**src/rtl/logic_unit_arbiter.sv**
```systemverilog
// Round-robin arbiter/sequencer sharing one bitwise logic unit between NREQ requesters.
// Optional response timeout enabled by defining LU_ARB_TIMEOUT_EN.
module logic_unit_arbiter #(
    parameter int NREQ    = 4,
    parameter int DW      = 8,
    parameter int TIMEOUT = 15
) (
    input  logic                 clk,
    input  logic                 rst_n,
    input  logic [NREQ-1:0]      req_valid,
    output logic [NREQ-1:0]      req_ready,
    input  logic [NREQ*DW-1:0]   req_a,
    input  logic [NREQ*DW-1:0]   req_b,
    input  logic [NREQ*2-1:0]    req_op,
    output logic [DW-1:0]        lu_a,
    output logic [DW-1:0]        lu_b,
    output logic [1:0]           lu_op,
    input  logic [DW-1:0]        lu_y,
    output logic [NREQ-1:0]      rsp_valid,
    input  logic [NREQ-1:0]      rsp_ready,
    output logic [DW-1:0]        rsp_data,
    output logic                 busy,
    output logic                 timeout_err
);
    localparam int IW = (NREQ > 1) ? $clog2(NREQ) : 1;

    if (NREQ < 2 || NREQ > 8 || TIMEOUT < 1 || TIMEOUT > 255) begin : g_bad_param
        $error("logic_unit_arbiter: parameter out of range");
    end

    typedef enum logic [1:0] {IDLE, ISSUE, RESP} state_t;

    state_t          state_q, state_d;
    logic [IW-1:0]   last_grant_q, last_grant_d;
    logic [IW-1:0]   winner_q, winner_d;
    logic [DW-1:0]   a_q, a_d, b_q, b_d;
    logic [1:0]      op_q, op_d;
    logic [DW-1:0]   rsp_data_q, rsp_data_d;
    logic [IW-1:0]   grant_idx;
    logic            grant_found;
    logic            req_hs;
`ifdef LU_ARB_TIMEOUT_EN
    logic [7:0]      cnt_q, cnt_d;
    logic            timeout_err_q, timeout_err_d;
`endif

    // Rotating priority search starting just past the last winner.
    always_comb begin
        grant_idx   = '0;
        grant_found = 1'b0;
        for (int k = 1; k <= NREQ; k++) begin
            if (!grant_found && req_valid[(int'(last_grant_q) + k) % NREQ]) begin
                grant_found = 1'b1;
                grant_idx   = IW'((int'(last_grant_q) + k) % NREQ);
            end
        end
    end

    assign req_hs = |(req_valid & req_ready);

    always_ff @(posedge clk) begin
        if (!rst_n) begin
            state_q      <= IDLE;
            last_grant_q <= IW'(NREQ - 1);
            winner_q     <= '0;
            a_q          <= '0;
            b_q          <= '0;
            op_q         <= '0;
            rsp_data_q   <= '0;
`ifdef LU_ARB_TIMEOUT_EN
            cnt_q         <= '0;
            timeout_err_q <= 1'b0;
`endif
        end else begin
            state_q      <= state_d;
            last_grant_q <= last_grant_d;
            winner_q     <= winner_d;
            a_q          <= a_d;
            b_q          <= b_d;
            op_q         <= op_d;
            rsp_data_q   <= rsp_data_d;
`ifdef LU_ARB_TIMEOUT_EN
            cnt_q         <= cnt_d;
            timeout_err_q <= timeout_err_d;
`endif
        end
    end

    always_comb begin
        state_d      = state_q;
        last_grant_d = last_grant_q;
        winner_d     = winner_q;
        a_d          = a_q;
        b_d          = b_q;
        op_d         = op_q;
        rsp_data_d   = rsp_data_q;
`ifdef LU_ARB_TIMEOUT_EN
        cnt_d         = '0;
        timeout_err_d = 1'b0;
`endif
        case (state_q)
            IDLE: begin
                if (req_hs) begin
                    a_d          = req_a[grant_idx*DW +: DW];
                    b_d          = req_b[grant_idx*DW +: DW];
                    op_d         = req_op[grant_idx*2 +: 2];
                    winner_d     = grant_idx;
                    last_grant_d = grant_idx;
                    state_d      = ISSUE;
                end
            end
            ISSUE: begin
                rsp_data_d = lu_y;
                state_d    = RESP;
            end
            RESP: begin
                if (rsp_ready[winner_q]) begin
                    state_d = IDLE;
`ifdef LU_ARB_TIMEOUT_EN
                end else if (cnt_q == 8'(TIMEOUT - 1)) begin
                    // Result is dropped; pointer already moved past this winner.
                    timeout_err_d = 1'b1;
                    state_d       = IDLE;
                end else begin
                    cnt_d = cnt_q + 8'd1;
`endif
                end
            end
            default: state_d = IDLE;
        endcase
    end

    always_comb begin
        req_ready = '0;
        lu_a      = '0;
        lu_b      = '0;
        lu_op     = '0;
        rsp_valid = '0;
        busy      = (state_q != IDLE);
        rsp_data  = rsp_data_q;
        // Gated by rst_n so nothing is offered while reset is held.
        if (state_q == IDLE && grant_found && rst_n)
            req_ready = NREQ'(1) << grant_idx;
        if (state_q == ISSUE) begin
            lu_a  = a_q;
            lu_b  = b_q;
            lu_op = op_q;
        end
        if (state_q == RESP)
            rsp_valid = NREQ'(1) << winner_q;
    end

`ifdef LU_ARB_TIMEOUT_EN
    assign timeout_err = timeout_err_q;
`else
    assign timeout_err = 1'b0;
`endif

endmodule

```
**config.mk**
```make
export PLATFORM = sky130hd
export DESIGN_NAME = logic_unit_arbiter
export DESIGN_NICKNAME = d
export VERILOG_FILES = /design/src/rtl/logic_unit_arbiter.sv
export SDC_FILE = /design/constraint.sdc
export NUM_CORES = 1
export LEC_CHECK = 0
export ABC_AREA = 0
export BUFFER_PORTS_ARGS = -buffer_cell sky130_fd_sc_hd__buf_2
export CAP_MARGIN = 20
export CORE_ASPECT_RATIO = 1.4
export CORE_MARGIN = 2
export CORE_UTILIZATION = 39
export DETAILED_ROUTE_END_ITERATION = 10
export HOLD_SLACK_MARGIN = 0.08
export PLACE_DENSITY = 0.84
export SLEW_MARGIN = 10
export SYNTH_ARGS = -nofsm -noshare
export SYNTH_HDL_FRONTEND = slang
export SYNTH_SLANG_ARGS = --single-unit
```
**constraint.sdc**
```tcl
create_clock -name clk -period 1.75 [get_ports clk]
set_input_delay 0 -clock clk [delete_from_list [all_inputs] [get_ports clk]]
set_output_delay 0 -clock clk [all_outputs]
set_load 0.1 [all_outputs]
```
==> flow_metrics.env <==
export IMPL_antenna_found_initial=0
export IMPL_hp_start="req_b[19]"
export IMPL_r2r_cells=6
export IMPL_skew_ns=0.00799
export IMPL_detail_route_antenna_nets=0
export IMPL_cp_max_fo=16
export IMPL_hold_end="b_q[3]$_SDFFE_PN0P_"
export IMPL_reg2reg_slack_ns=-0.03
export IMPL_wl_per_cell_microns=15.9
export IMPL_grt_overflow_total=0
export IMPL_ys_seq_area_share_pct=31.7
export IMPL_final_nets=498
export IMPL_leakage_uw=0.00174
export IMPL_finalSetupViolCount=12
export IMPL_dp_hpwl_microns=4820
export IMPL_violations="setup timing"
export IMPL_die_x_microns=64.8
export IMPL_worst_slack_ns=-0.0292
export IMPL_path_clk_slew_ns=0.07
export IMPL_stdcell_area_sq_um=3790
export IMPL_layout_commonest_cell="buf_2"
export IMPL_drt_iter0_markers=156
export IMPL_synth_net_count=324
export IMPL_core_sq_um=5080
export IMPL_grt_setup_unrepaired="yes"
export IMPL_hold_class="in2reg"
export IMPL_synth_area_top_cells="dfxtp_1 (32%), mux2_4 (10%), a221o_1 (8.4%)"
export IMPL_grt_pass1_vias=2562
export IMPL_ys_ff_latch=32
export IMPL_clock_latency_ns=0.28
export IMPL_critPathCaptureType="register"
export IMPL_ctsRootBufferMaster="clkbuf_8"
export IMPL_numCtsBuffers=5
export IMPL_finalMaxSlewViolations=0
export IMPL_first_pass_iters=4
export IMPL_synthCells=234
export IMPL_final_cell_mix="buf_2 (102), dlygate4sd3_1 (45), dfxtp_1 (30), buf_12 (24), nand2_1 (23)"
export IMPL_worstPathRequired_ns=1.92
export IMPL_h_tree_depth=2
export IMPL_maxCapViolCount=0
export IMPL_r2r_end="b_q[1]$_SDFFE_PN0P_"
export IMPL_dpl_worst_slack_ns=-0.0799
export IMPL_critPathKind="reg2reg"
export IMPL_grt_use_total_pct=26.1
export IMPL_synth_top_cell_area_share_pct=31.7
export IMPL_dp_cells=419
export IMPL_dieHeight_microns=89.1
export IMPL_diodes=0
export IMPL_timing_final_crit_share_pct=102
export IMPL_crit_path_start_kind="register"
export IMPL_status="finished with violations"
export IMPL_yosysWarnings=0
export IMPL_place_congestion=0.723
export IMPL_grt_max_degree=24
export IMPL_cts_sinks=32
export IMPL_area_growth_pct=87.6
export IMPL_synth_area_leader_cell="dfxtp_1"
export IMPL_max_vdd_ir_drop_mv=0.445
export IMPL_drc=0
export IMPL_fin_crit_ns=1.78
export IMPL_powerDensity_nw_per_um2=852
export IMPL_routed_wl_microns=7530
export IMPL_drive_gt1_share_pct=46.5
export IMPL_timing_fmax_mhz=562
export IMPL_clockBufferDepth=2
export IMPL_cts_tree="yes"
export IMPL_vias=2503
export IMPL_initial_core_util_pct=39.7
export IMPL_place_area_sq_um=3170
export IMPL_timing_rr_start="last_grant_q[1]$_SDFFE_PN1P_"
export IMPL_hold_violations=0
export IMPL_syn_avg_cell_area_sq_um=8.63
export IMPL_fin_cells=475
export IMPL_grt_pass1_wl_microns=11500
export IMPL_design_die_area_sq_um=5780
export IMPL_cp_data_arrival_time_ns=1.95
export IMPL_ios=126
export IMPL_via_per_inst=5.27
export IMPL_num_rows=31
export IMPL_port_buffers=124
export IMPL_post_route_util_pct=74.6
export IMPL_syn_area_sq_um=2020
export IMPL_ys_types=37
export IMPL_hold_depth=3
-- logic make-up (layout without fill, tap and decap cells) --
logic type	after synthesis	after routing	synth area share [%]
AND/OR/NAND/NOR	85	85	21.6
AO/OA/AOI/OAI	74	74	25.8
buffers and inverters	21	196	5.82
flip-flops	32	32	31.7
other	1	1	0.186
multiplexers	21	21	14.9
-- cells in the mapped netlist, drive strengths merged --
master	count
dfxtp	32
nand2	24
and2	21
o21ai	20
a21oi	19
nand3	19
a221o	17
mux2	17
buf	14
a21boi	10
clkbuf	7
nor2	7
mux2i	3
nand2b	3
nor3	3
a21o	2
and3	2
nand3b	2
nor2b	2
a2bb2oi	1
a31oi	1
and2b	1
conb	1
mux4	1
o21ba	1
o21bai	1
o221ai	1
o2bb2ai	1
or2	1
-- where the power goes --
group	total, uW	switching (uW)	leakage [uW]	internal [uW]
Combinational	1530	876	0.00141	657
Clock	779	276	0.0000645	502
Sequential	915	74.2	0.000264	841
Total	3230	1230	0.00174	2000
-- layer usage --
metal,GRT usage (%),wire length (microns)
met1,25.1,2480
met4,14.3,221
met5,0,0
met2,51.5,4290
met3,5.04,541
-- sequential cells by signal, summed over array words and instances, names as in the netlist --
| name | flops |
|---|---|
| rsp_data | 8 |
| a_q | 8 |
| state_q | 2 |
| b_q | 8 |
| last_grant_q | 2 |
| winner_q | 2 |
| op_q | 2 |
-- per-stage QoR --
| stage | hold WS (ns) | power (uW) | TNS, ns |
|---|---|---|---|
| 2_1_floorplan | 0.145 | 1910 | -1.03 |
| 3_3_place_gp | 0.251 | 2310 | 0 |
| 3_5_place_dp | 0.260 | 2340 | -1.18 |
| 4_1_cts | 0.0836 | 3220 | -0.270 |
| 5_1_grt | 0.0959 | 3370 | -1.36 |
| 6_report | 0.0909 | 3230 | -0.192 |
-- cell type report --
cell class                 count  area [sq um]
fill                         344          1290
clock inverter                 1          30.0
timing repair buffer         188          1580
clock buffer                   7          96.3
multi-input combinational    181          1360
sequential                    32           646
tap                           66          82.6
-- timing repair --
item                                   CTS  global route
pin swaps                                1             0
setup endpoints to repair               19            22
resized for setup                        5             1
buffers inserted                         1             2
endpoints found under the hold margin   28             0
hold buffers                            45             0
-- critical path: stages, from the launching register on --
cell       delay, ns
dfxtp_4         0.37
mux2i_4         0.25
o2bb2ai_2       0.10
nor2_4          0.16
buf_12          0.18
mux2_4          0.31
a221o_1         0.30
-- how the worst max path moves through the flow --
stage / startpoint / to / slack, ns / cells after the start
2_1_floorplan: state_q[1]$_SDFFE_PN0P_ / req_ready[0] / -0.23 / 5
3_3_place_gp: last_grant_q[1]$_SDFFE_PN1P_ / b_q[0]$_SDFFE_PN0P_ / 0.01 / 5
3_5_place_dp: last_grant_q[1]$_SDFFE_PN1P_ / a_q[5]$_SDFFE_PN0P_ / -0.08 / 5
4_1_cts: last_grant_q[1]$_SDFFE_PN1P_ / a_q[2]$_SDFFE_PN0P_ / -0.03 / 6
5_1_grt: last_grant_q[1]$_SDFFE_PN1P_ / a_q[5]$_SDFFE_PN0P_ / -0.09 / 6
6_report: last_grant_q[1]$_SDFFE_PN1P_ / b_q[1]$_SDFFE_PN0P_ / -0.03 / 6
No activity file was read; power rests on OpenSTA's default activity.
